<file path="src/rtl/fetch_stage.sv">
// -----------------------------------------------------------------------------
// fetch_stage
//
// Instruction-fetch pipeline stage. It holds the program counter, issues
// single-word reads to instruction memory and registers each returned word
// into the IF/ID pipeline register that feeds decode. A small BOOT/RUN/HALT
// state machine sequences start-up and stops fetching after a HLT opcode
// (imem_rdata[15:13] == 3'b111).
//
// Optional feature (compile-time macro FETCH_REDIRECT_EN):
//   defined   - redirect_valid loads redirect_pc into the PC, squashes IF/ID
//               to a bubble and forces RUN from any state, overriding stall.
//   undefined - redirect_valid / redirect_pc are present but ignored, and
//               HALT is left only through reset.
//
// Parameters:
//   ADDR_WIDTH - PC / instruction-memory word-address width
//   RESET_PC   - PC value loaded by reset
//
// Ports:
//   clk            in   single clock, rising edge
//   rst            in   synchronous active-high reset
//   stall          in   downstream hazard hold request
//   redirect_valid in   branch/jump taken strobe
//   redirect_pc    in   branch/jump target address
//   imem_req       out  instruction-memory read request
//   imem_addr      out  read address (always the current PC)
//   imem_ready     in   imem_rdata is valid this cycle for the request
//   imem_rdata     in   instruction word from memory
//   instruction    out  IF/ID instruction register (16'h0000 for a bubble)
//   pc_out         out  IF/ID address of instruction
//   if_valid       out  1 = real instruction, 0 = bubble
// -----------------------------------------------------------------------------
`timescale 1ns/1ps

module fetch_stage #(
    parameter int                    ADDR_WIDTH = 10,
    parameter logic [ADDR_WIDTH-1:0] RESET_PC   = {ADDR_WIDTH{1'b0}}
) (
    input  logic                  clk,
    input  logic                  rst,
    input  logic                  stall,
    input  logic                  redirect_valid,
    input  logic [ADDR_WIDTH-1:0] redirect_pc,
    output logic                  imem_req,
    output logic [ADDR_WIDTH-1:0] imem_addr,
    input  logic                  imem_ready,
    input  logic [15:0]           imem_rdata,
    output logic [15:0]           instruction,
    output logic [ADDR_WIDTH-1:0] pc_out,
    output logic                  if_valid
);

    typedef enum logic [1:0] {
        ST_BOOT = 2'b00,
        ST_RUN  = 2'b01,
        ST_HALT = 2'b10
    } state_t;

    state_t                  state_r, state_s;
    logic [ADDR_WIDTH-1:0]   pc_r, pc_s;
    logic [15:0]             instr_r, instr_s;
    logic [ADDR_WIDTH-1:0]   pc_out_r, pc_out_s;
    logic                    valid_r, valid_s;
    logic                    redirect_s;
    logic [ADDR_WIDTH-1:0]   redirect_target_s;
    logic [ADDR_WIDTH-1:0]   pc_inc_s;

    // HLT opcode lives in the top three bits of the instruction word.
    function automatic logic is_halt_op(input logic [15:0] word);
        return (word[15:13] == 3'b111);
    endfunction

`ifdef FETCH_REDIRECT_EN
    assign redirect_s        = redirect_valid;
    assign redirect_target_s = redirect_pc;
`else
    // Redirect disabled: ports stay on the boundary but never affect state.
    logic unused_redirect_s;
    assign redirect_s        = 1'b0;
    assign redirect_target_s = pc_r;
    assign unused_redirect_s = ^{redirect_valid, redirect_pc};
`endif

    // Natural truncation to ADDR_WIDTH gives the all-ones -> 0 wrap.
    assign pc_inc_s = pc_r + {{(ADDR_WIDTH-1){1'b0}}, 1'b1};

    // A request is only raised when this cycle can actually consume the word;
    // reset drops it so an outstanding wait is abandoned immediately.
    assign imem_req    = (state_r == ST_RUN) && !stall && !redirect_s && !rst;
    assign imem_addr   = pc_r;
    assign instruction = instr_r;
    assign pc_out      = pc_out_r;
    assign if_valid    = valid_r;

    // Next-state and IF/ID update: priority redirect > stall > fetch.
    always_comb begin
        state_s  = state_r;
        pc_s     = pc_r;
        instr_s  = instr_r;
        pc_out_s = pc_out_r;
        valid_s  = valid_r;
        if (redirect_s) begin
            pc_s    = redirect_target_s;
            instr_s = 16'h0000;
            valid_s = 1'b0;
            state_s = ST_RUN;
        end else if (stall) begin
            // Full hold: PC, IF/ID and state keep their values.
            state_s = state_r;
        end else begin
            case (state_r)
                ST_BOOT: begin
                    state_s = ST_RUN;
                    instr_s = 16'h0000;
                    valid_s = 1'b0;
                end
                ST_RUN: begin
                    if (imem_ready) begin
                        instr_s  = imem_rdata;
                        pc_out_s = pc_r;
                        valid_s  = 1'b1;
                        pc_s     = pc_inc_s;
                        if (is_halt_op(imem_rdata)) begin
                            state_s = ST_HALT;
                        end else begin
                            state_s = ST_RUN;
                        end
                    end else begin
                        // Wait for memory: insert a bubble and re-request.
                        instr_s = 16'h0000;
                        valid_s = 1'b0;
                    end
                end
                ST_HALT: begin
                    instr_s = 16'h0000;
                    valid_s = 1'b0;
                end
                default: begin
                    // Illegal encoding: recover through a BOOT cycle.
                    state_s = ST_BOOT;
                    instr_s = 16'h0000;
                    valid_s = 1'b0;
                end
            endcase
        end
    end

    // State, PC and IF/ID registers with synchronous reset.
    always_ff @(posedge clk) begin
        if (rst) begin
            state_r  <= ST_BOOT;
            pc_r     <= RESET_PC;
            instr_r  <= 16'h0000;
            pc_out_r <= {ADDR_WIDTH{1'b0}};
            valid_r  <= 1'b0;
        end else begin
            state_r  <= state_s;
            pc_r     <= pc_s;
            instr_r  <= instr_s;
            pc_out_r <= pc_out_s;
            valid_r  <= valid_s;
        end
    end

endmodule

</file>
<file path="config.mk">
export PLATFORM = sky130hd
export DESIGN_NAME = fetch_stage
export DESIGN_NICKNAME = d
export VERILOG_FILES = /design/src/rtl/fetch_stage.sv
export SDC_FILE = /design/constraint.sdc
export NUM_CORES = 1
export LEC_CHECK = 0
export CAP_MARGIN = 20
export CELL_PAD_IN_SITES_DETAIL_PLACEMENT = 0
export CELL_PAD_IN_SITES_GLOBAL_PLACEMENT = 1
export CORE_MARGIN = 3
export CORE_UTILIZATION = 31
export DETAILED_ROUTE_END_ITERATION = 16
export HOLD_SLACK_MARGIN = 0.12
export PLACE_DENSITY_LB_ADDON = 0.1
export SYNTH_ARGS = -nofsm -noshare
export SYNTH_HDL_FRONTEND = slang
export SYNTH_SLANG_ARGS = --single-unit
</file>
<file path="constraint.sdc">
create_clock -name clk -period 3.1 [get_ports clk]
set_input_delay 0.465 -clock clk [delete_from_list [all_inputs] [get_ports clk]]
set_output_delay 0.465 -clock clk [all_outputs]
set_load 0.03 [all_outputs]
</file>
==> metrics.md <==
| Metric | Value |
|---|---|
| CP Cell Sequence | clkdlybuf4s50_1, nand4bb_4, nor4_1, mux2_2 |
| Layout cells sized above 1 | 7.111% |
| Sink Count | 39 |
| Hold_buf cts | 0 |
| Final period util | 66.84% |
| Largest family of logic cells by synthesized area | simple AND/OR/NAND/NOR gates |
| Routability Congestion | 0.7027 |
| Worst Reg-to-Reg Cells | 3 |
| Area of the multi-input gates | 649.4 um^2 |
| Fin crit period | 2.072 ns |
| Gr usage total | 14.02% |
| H-tree levels | 2 |
| Setup violations, final | 0 |
| Compound-Gate Fraction of Synth Area | 18.62% |
| Hold_sp | pc_out[0] |
| Reg clk slew, reported paths | 0.08 ns |
| Initial core utilization | 33.11% |
| Die Ht | 75.36 um |
| Hpwl dp | 2724 um |
| Number of storage elements in the synthesis netlist | 39 |
| Pre-antenna DRT Iters | 4 |
| Critical path's largest stage delay | 0.52 ns |
| Yosys warning count | 0 |
| Kind of critical path | in2reg |
| Mean area per synthesized cell | 8.931 um^2 |
| Largest net degree at the start of global routing | 42 |
| Synth Area in Adders | 0.8389% |
| Total CTS buffers | 5 |
| Die X | 75.36 um |
| Residual DRC count | 0 |
| Leak | 0.7525 nW |
| Routed Wire Length | 3797 um |
| Die area | 5679 um^2 |
| Hold-critical path depth | 2 |
| Critical path capture point type | register |
| Drt via density | 5.105 |
| Sw Ratio | 21.02% |
| Drt initial violations | 77 |
| Syn_nets | 199 |
| Seq. cell area | 780.7 um^2 |
| Mux cell area share after synthesis | 1.510% |
| Clock power frac | 45.8% |
| Min-Delay Endpoint | pc_out[0] |
| Core Area | 4504 um^2 |
| Overflow after GRT | 0 |
| Achievable frequency | 0.4826 GHz |
| Vias in the first global route | 1325 |
| Switching power | 0.2313 mW |
| Critical path data arrival time | 2.25 ns |
| Via count | 1414 |
| CP max stage cell | clkdlybuf4s50_1 |
| Post-cts sizing count | 0 |
| Post-Synth XOR/XNOR Area | 0.5872% |
| Slew margin rel. | 72.42% |
| Rows | 24 |
| Power per cell area | 490.9 nW/um^2 |
| Routed length per instance | 13.71 um |
| Commonest non-fill, non-tap cell in the layout | clkdlybuf4s50_1 |
| Final Util | 49.75% |
| Setup TNS | 0 ns |
| Hold Path Class | reg2reg |
| RSZ-0062 raised after global routing | no |
| Fin Clk Skew | 0.006718 ns |
| CTS tree | built |
| Combinational fraction of design power | 7.7% |
| Post-synthesis sequential area ratio | 52.35% |
| # fillers | 435 |
| Post-CTS setup buffer count | 0 |
| First-pass GRT wire length | 6072 um |
| Startpoint of the worst register-to-register path | state_r[1] |
| Outcome | complete, no violations |
| Antenna Nets Post-Route | 0 |
| Flop pwr share | 46.5% |
| Initial antenna violation count | 0 |
| Worst flop-to-flop path endpoint | imem_addr[9] |
| Setup slack, reg-to-reg | 1.39 ns |
| Max_cap viols | 0 |
| Unique masters post-synth | 24 |
| Startpoint types | input pin |
| Area Overhead vs Synth | 50.25% |
| Worst-path maximum fanout | 23 |
| Port buffer count | 57 |
| Clock Latency Late Sink | 0.29 ns |
| # IOs | 69 |
| Post-Synth Simple-Gate Area | 21.98% |
| Nets | 256 |
| Cells after Synth | 167 |
| Pint | 0.8688 mW |
| Post-Syn Area | 1491 um^2 |
| Max Transition Viols Final | 0 |
| Final hold vios | 0 |
| Worst path required time | 3.28 ns |
| Commonest non-fill, non-tap cells in the layout | 56 x clkdlybuf4s50_1, 39 x dfxtp_1, 26 x nand2_1 |
| CTS root buffer | clkbuf_8 |
| Max VDD drop | 275.4 uV |
| Slew @ Worst Pin | 0.4136 ns |
| Number of diodes | 0 |
| Clock buffer depth | 2 |
[worst max-delay path, delay by kind of cell]
family	cells	cell delay, ns
multiplexers	1	0.37
buffers and inverters	1	0.52
AND/OR/NAND/NOR	2	0.89
[final cells by class]
| cell class | instances | area share, % |
|---|---|---|
| clock buffer | 5 | 3.071 |
| inverter | 3 | 0.5025 |
| timing repair buffer | 61 | 26.69 |
| clock inverter | 3 | 3.015 |
| multi-input combinational | 114 | 28.98 |
| sequential | 39 | 34.84 |
| tap | 52 | 2.903 |
[power by group through the flow]
stage	registers, mW	logic [mW]	clock network, mW
final	0.512	0.0843	0.504
after global routing	0.513	0.0911	0.537
after CTS	0.512	0.0856	0.516
after detailed placement	0.524	0.0853	0
after global placement	0.523	0.0832	0
after floorplan	0.533	0.0302	0
[cells by family after synthesis]
| kind of cell | after synthesis |
|---|---|
| compound gates | 44 |
| buf+inv | 14 |
| fa+ha+maj | 1 |
| xor+xnor | 1 |
| flops | 39 |
| simple gates | 66 |
| mux | 2 |
[synthesized netlist by cell type, drive strengths merged]
master	number	share of area, %
a211oi	1	0.50
buf	2	1.1
or4	5	2.5
nor2b	2	0.84
nand4	5	2.1
nor4	2	0.84
o21ai	2	0.67
a21oi	19	6.4
nand3	2	0.67
nor2	21	5.3
xnor2	1	0.59
a22oi	16	8.1
clkbuf	9	2.3
inv	3	0.75
mux2	2	1.5
ha	1	0.84
nor3b	1	0.50
o31ai	5	2.5
nand4bb	1	1.8
and4bb	1	0.84
a21o	1	0.50
dfxtp	39	52
nand2	26	6.5
[how the worst max path moves through the flow]
stage / endpoint / slack [ns] / startpoint
2_1_floorplan: imem_req / 0.98 / stall
3_3_place_gp: imem_addr[9] / 0.77 / stall
3_5_place_dp: imem_addr[9] / 0.73 / stall
4_1_cts: imem_addr[9] / 1.04 / stall
5_1_grt: imem_addr[9] / 0.96 / stall
6_report: imem_addr[9] / 1.03 / stall
[through the flow]
step | instance area, um^2 | hold slack [ns] | power (mW) | std cells | setup slack [ns]
2_1_floorplan | 1491 | 0.5214 | 0.5631 | 167 | 0.9750
3_3_place_gp | 2105 | 0.4430 | 0.6067 | 269 | 0.7686
3_5_place_dp | 2105 | 0.4484 | 0.6093 | 269 | 0.7303
4_1_cts | 2241 | 0.4601 | 1.113 | 277 | 1.041
5_1_grt | 2241 | 0.4713 | 1.141 | 277 | 0.9595
6_report | 2241 | 0.4578 | 1.100 | 277 | 1.028
[flip-flops by register name (all words and copies together) (netlist names)]
signal and flops:
if_valid 1, imem_addr 10, state_r 2, pc_out 10, instruction 16
[layer usage]
| layer | vias to the layer above | routed length, um | global-route usage (%) |
|---|---|---|---|
| met5 | - | 0 | 0 |
| met4 | 0 | 24 | 4.660 |
| met3 | 2 | 221 | 4.749 |
| met2 | 38 | 1859 | 23.68 |
| met1 | 671 | 1692 | 16.71 |
| li1 | 703 | - | - |
No activity file was read; power rests on OpenSTA's default activity.
